[config.mk]
export PLATFORM = sky130hd
export DESIGN_NAME = adder_scheduler
export DESIGN_NICKNAME = d
export VERILOG_FILES = /design/src/rtl/adder_scheduler.sv
export SDC_FILE = /design/constraint.sdc
export NUM_CORES = 1
export LEC_CHECK = 0
export CAP_MARGIN = 20
export CELL_PAD_IN_SITES_DETAIL_PLACEMENT = 1
export CELL_PAD_IN_SITES_GLOBAL_PLACEMENT = 1
export CORE_ASPECT_RATIO = 0.7
export CORE_MARGIN = 5
export CORE_UTILIZATION = 43
export CTS_BUF_LIST = sky130_fd_sc_hd__clkbuf_4 sky130_fd_sc_hd__clkbuf_8
export DETAILED_ROUTE_END_ITERATION = 8
export PLACE_DENSITY_LB_ADDON = 0.1
export SYNTH_ARGS = -nofsm -noshare
export SYNTH_HDL_FRONTEND = slang
export SYNTH_SLANG_ARGS = --single-unit
[constraint.sdc]
create_clock -name Clk -period 3.88 [get_ports Clk]
set_input_delay 0.776 -clock Clk [delete_from_list [all_inputs] [get_ports Clk]]
set_output_delay 0.776 -clock Clk [all_outputs]
set_load 0.05 [all_outputs]
[src/rtl/adder_scheduler.sv]
// Purpose: round-robin sequencer sharing one 4-bit adder between two 16-bit add requesters.
// Latency: accept at t, nibbles added t+1..t+WIDTH/4, result strobe the cycle after (t+5 for 16 bits).
// Backpressure: one operation in flight; Req_Ready only pulses in IDLE with En high; En low freezes everything.
module adder_scheduler #(
    parameter int WIDTH = 16,
    parameter int NIB   = 4
) (
    input  logic             Clk,
    input  logic             Rst_n,
    input  logic             En,
    input  logic [1:0]       Req_Valid,
    input  logic [WIDTH-1:0] Req_A0,
    input  logic [WIDTH-1:0] Req_B0,
    input  logic             Req_Cin0,
    input  logic [WIDTH-1:0] Req_A1,
    input  logic [WIDTH-1:0] Req_B1,
    input  logic             Req_Cin1,
    output logic [1:0]       Req_Ready,
    output logic [NIB-1:0]   Adder_A,
    output logic [NIB-1:0]   Adder_B,
    output logic             Adder_Cin,
    input  logic [NIB-1:0]   Adder_Sum,
    input  logic             Adder_Cout,
    output logic             Res_Valid,
    output logic [WIDTH-1:0] Res_Sum,
    output logic             Res_Cout,
    output logic             Res_Ovf,
    output logic             Res_Id,
    output logic             Busy
);

    localparam int NN = WIDTH / NIB;
    localparam int CW = (NN > 1) ? $clog2(NN) : 1;

    typedef enum logic [1:0] {
        ST_IDLE = 2'd0,
        ST_RUN  = 2'd1,
        ST_DONE = 2'd2
    } state_e;

    state_e           state_q, state_d;
    logic [WIDTH-1:0] a_q, a_d;
    logic [WIDTH-1:0] b_q, b_d;
    logic             carry_q, carry_d;
    logic [CW-1:0]    cnt_q, cnt_d;
    logic [WIDTH-1:0] shadow_q, shadow_d;
    logic             own_q, own_d;
    logic             last_q, last_d;
    logic [WIDTH-1:0] res_sum_q, res_sum_d;
    logic             res_cout_q, res_cout_d;
    logic             res_ovf_q, res_ovf_d;
    logic             res_id_q, res_id_d;

    logic             win;
    logic [WIDTH-1:0] sum_next;

    // Next-state, arbitration, adder drive and result assembly
    always_comb begin
        state_d    = state_q;
        a_d        = a_q;
        b_d        = b_q;
        carry_d    = carry_q;
        cnt_d      = cnt_q;
        shadow_d   = shadow_q;
        own_d      = own_q;
        last_d     = last_q;
        res_sum_d  = res_sum_q;
        res_cout_d = res_cout_q;
        res_ovf_d  = res_ovf_q;
        res_id_d   = res_id_q;
        Req_Ready  = 2'b00;
        Res_Valid  = 1'b0;
        Adder_A    = '0;
        Adder_B    = '0;
        Adder_Cin  = 1'b0;
        sum_next   = shadow_q;

        // On a tie the requester not served last wins; otherwise the lone requester wins.
        win = (Req_Valid == 2'b11) ? ~last_q : Req_Valid[1];

        unique case (state_q)
            ST_IDLE: begin
                if (En && (|Req_Valid)) begin
                    Req_Ready = win ? 2'b10 : 2'b01;
                    a_d       = win ? Req_A1 : Req_A0;
                    b_d       = win ? Req_B1 : Req_B0;
                    carry_d   = win ? Req_Cin1 : Req_Cin0;
                    cnt_d     = '0;
                    own_d     = win;
                    last_d    = win;
                    state_d   = ST_RUN;
                end
            end
            ST_RUN: begin
                Adder_A   = a_q[int'(cnt_q) * NIB +: NIB];
                Adder_B   = b_q[int'(cnt_q) * NIB +: NIB];
                Adder_Cin = carry_q;
                sum_next[int'(cnt_q) * NIB +: NIB] = Adder_Sum;
                if (En) begin
                    shadow_d = sum_next;
                    carry_d  = Adder_Cout;
                    cnt_d    = cnt_q + CW'(1);
                    if (cnt_q == CW'(NN - 1)) begin
                        // Publish the finished result so it is stable for the whole DONE cycle.
                        res_sum_d  = sum_next;
                        res_cout_d = Adder_Cout;
                        res_ovf_d  = (a_q[WIDTH-1] == b_q[WIDTH-1]) &&
                                     (sum_next[WIDTH-1] != a_q[WIDTH-1]);
                        res_id_d   = own_q;
                        state_d    = ST_DONE;
                    end
                end
            end
            ST_DONE: begin
                if (En) begin
                    Res_Valid = 1'b1;
                    state_d   = ST_IDLE;
                end
            end
            default: begin
                state_d = ST_IDLE;
            end
        endcase
    end

    // State registers; reset discards any operation in flight
    always_ff @(posedge Clk or negedge Rst_n) begin
        if (!Rst_n) begin
            state_q    <= ST_IDLE;
            a_q        <= '0;
            b_q        <= '0;
            carry_q    <= 1'b0;
            cnt_q      <= '0;
            shadow_q   <= '0;
            own_q      <= 1'b0;
            last_q     <= 1'b1;
            res_sum_q  <= '0;
            res_cout_q <= 1'b0;
            res_ovf_q  <= 1'b0;
            res_id_q   <= 1'b0;
        end else begin
            state_q    <= state_d;
            a_q        <= a_d;
            b_q        <= b_d;
            carry_q    <= carry_d;
            cnt_q      <= cnt_d;
            shadow_q   <= shadow_d;
            own_q      <= own_d;
            last_q     <= last_d;
            res_sum_q  <= res_sum_d;
            res_cout_q <= res_cout_d;
            res_ovf_q  <= res_ovf_d;
            res_id_q   <= res_id_d;
        end
    end

    assign Res_Sum  = res_sum_q;
    assign Res_Cout = res_cout_q;
    assign Res_Ovf  = res_ovf_q;
    assign Res_Id   = res_id_q;
    assign Busy     = (state_q != ST_IDLE);

endmodule

==> out/results.tsv <==
metric	value	unit
status	completed	
syn2layout_area_growth	32.6	%
syn_inst	312	
drv_slew	0	
routedWlPerCell	19.0	um
synth_top_family_by_area	multiplexers	
ios	108	
final_common_cell	clkdlybuf4s50_1	
grt_pass1_wl	17200	um
die_area	11300	um^2
multi_input_area	1980	um^2
initial_utilization	43.9	%
syn-num-nets	393	
synth_top_area_cell	dfrtp_1	
io_buffers	107	
synth_flop_cell	dfrtp_1	
synthAdderAreaFrac	1.58	%
grt_pass1_vias	3165	
dpl.hpwl	7670	um
maxSlewHeadroom	39.6	%
wirelength	10300	um
num_vias	2857	
antenna_left	0	
fin_crit_sh	85.0	%
fmax	303	MHz
core_area	9030	um^2
drt_first_iter_violations	181	
cap_violations	0	
cts_buffers	9	
final-hold-violation-count	0	
cts_resized	0	
fin_crit	3.30	ns
synth_edf_count	0	
seq_area_frac_synth	44.8	%
startpoint_type	register	
rsz0062_at_grt	false	
diodes	0	
worst-setup-path-type	register to primary output	
antenna_found_initial	0	
cp_data_required_time	3.10	ns
finClkSkew	0.00646	ns
muxShareOfSynthArea	28.2	%
layout-drive-gt1-share	23.0	%
hold_class	register to register	
critPathArrivalTime	2.52	ns
root_buffer	clkbuf_8	
yosysUniqueCellTypes	44	
synth.top_cell.area_share	44.1	%
worst_skew_pair.late_latency	0.35	ns
gp_congestion	0.763	
fin_tns_setup	0	ns
die_w	125	um
grt_overflow	0	
synth_xor_area_share	0	%
drt-vias-per-instance	5.28	
ctsHoldBuffers	0	
cts_setup_buffers	0	
cts.sinks	71	
rr_startpoint	cnt_q[0]	
drc	0	
grt_usage	18.9	%
mostFrequentLayoutCells	clkdlybuf4s50_1, dfrtp_1, mux2_4, nand2_1, nor2b_1	
vdd_drop_max	0.378	mV
clockBufferDepth	2	
synth.area.top_cells	dfrtp_1, mux2_4, mux4_2, mux2_2, nor2b_1	
post-route-util	58.3	%
fp.dieH	90.4	um
worstSetupEndpointType	primary output	
yosys_warnings	0	
min_from	Res_Sum[6]	
synth.avg_cell_area	12.7	um^2
synth-simple-area-share	11.7	%
fillerInstances	926	
power_density	761	nW/um^2
cp-startpoint	cnt_q[0]	
rows	29	
async_reset_ff_share	100	%
nets	493	
cts_tree	built	
synth_compound_area_share	8.16	%
synth-seq-cells	71	
grt_max_degree	72	
worst_pin_slew	0.906	ns
clk_pin_slew	0.07	ns
p_leak	2.24	nW
drt_first_pass_iters	5	
syn-cell-area	3970	um^2
setup_violations	0	
critPathMaxFanout	9	
seqCellArea	1780	um^2
htreeDepth	3	
## where the power goes
part	total, mW	switching, mW	internal, mW
registers	1.30	0.243	1.06
clock network	0.596	0.270	0.326
logic	2.11	1.10	1.00
total	4.00	1.62	2.39
## cell type report
class                           count  area share, %
Multi-Input combinational cell    212           37.7
Sequential cell                    71           33.8
Timing Repair Buffer              112           21.4
Tap cell                          124           2.95
Clock buffer                       12           2.90
Clock inverter                      4          0.856
Inverter                            6          0.428
## layer usage
| metal | share of wire, % | global-route usage [%] |
|---|---|---|
| met1 | 44 | 24.4 |
| met2 | 49 | 31.3 |
| met3 | 6.0 | 6.68 |
| met4 | 0.87 | 3.07 |
| met5 | 0 | 0 |
## stage by stage
step	instances	total power, mW	worst slack [ns]	hold WS (ns)	instance area (um^2)
floorplan	312	2.81	1.03	0.442	3970
detailed placement	525	3.43	0.594	0.465	5070
CTS	541	4.05	0.499	0.485	5260
global route	541	4.23	0.410	0.497	5260
finish	541	4.00	0.582	0.482	5260
global placement	525	3.34	0.737	0.457	5070
## sequential cells by signal, indices dropped and copies added, names as in the netlist, 2 cells and up
name / count
Res_Sum: 16
a_q: 16
b_q: 16
shadow_q: 13
cnt_q: 2
state_q: 2
## worst paths after layout
path,end,slack [ns],depth (start not counted)
setup / recovery,Adder_B[0],0.58,3
hold / removal,Res_Sum[6],0.48,2
setup reg to reg,shadow_q[6],1.37,6
hold reg to reg,Res_Sum[6],0.48,2
max in group asynchronous,Res_Sum[1],2.74,1
min in group asynchronous,a_q[2],0.54,1
## worst max-delay path, cell delays in order, from the launching register on
cell,delay [ns]
dfrtp_1,0.70
mux4_2,0.56
nor2b_1,0.15
clkdlybuf4s50_1,0.75
## kinds of logic (layout without fill, tap and decap cells)
group / count (synthesis) / in the layout
compound gates: 50 / 50
simple gates: 80 / 80
flops: 71 / 71
mux: 77 / 77
buf+inv: 29 / 134
fa+ha+maj: 5 / 5
## Yosys cell counts (2+ instances only)
master and number:
mux4_2 8, inv_1 6, a21oi_1 5, or2_1 2
a32o_1 4, buf_2 8, buf_12 3, o31ai_1 2
clkbuf_1 4, mux2_1 9, and3b_1 3, a41oi_1 2
o21ai_0 21, dfrtp_1 70, buf_6 7, a22o_1 4
mux2_2 15, mux2_4 44, nor2_1 5, ha_1 5
nand4b_1 2, nand2b_1 4, nor2b_1 23, and2_1 3
a31oi_1 6, nand2_1 29
No activity file was read; power rests on OpenSTA's default activity.
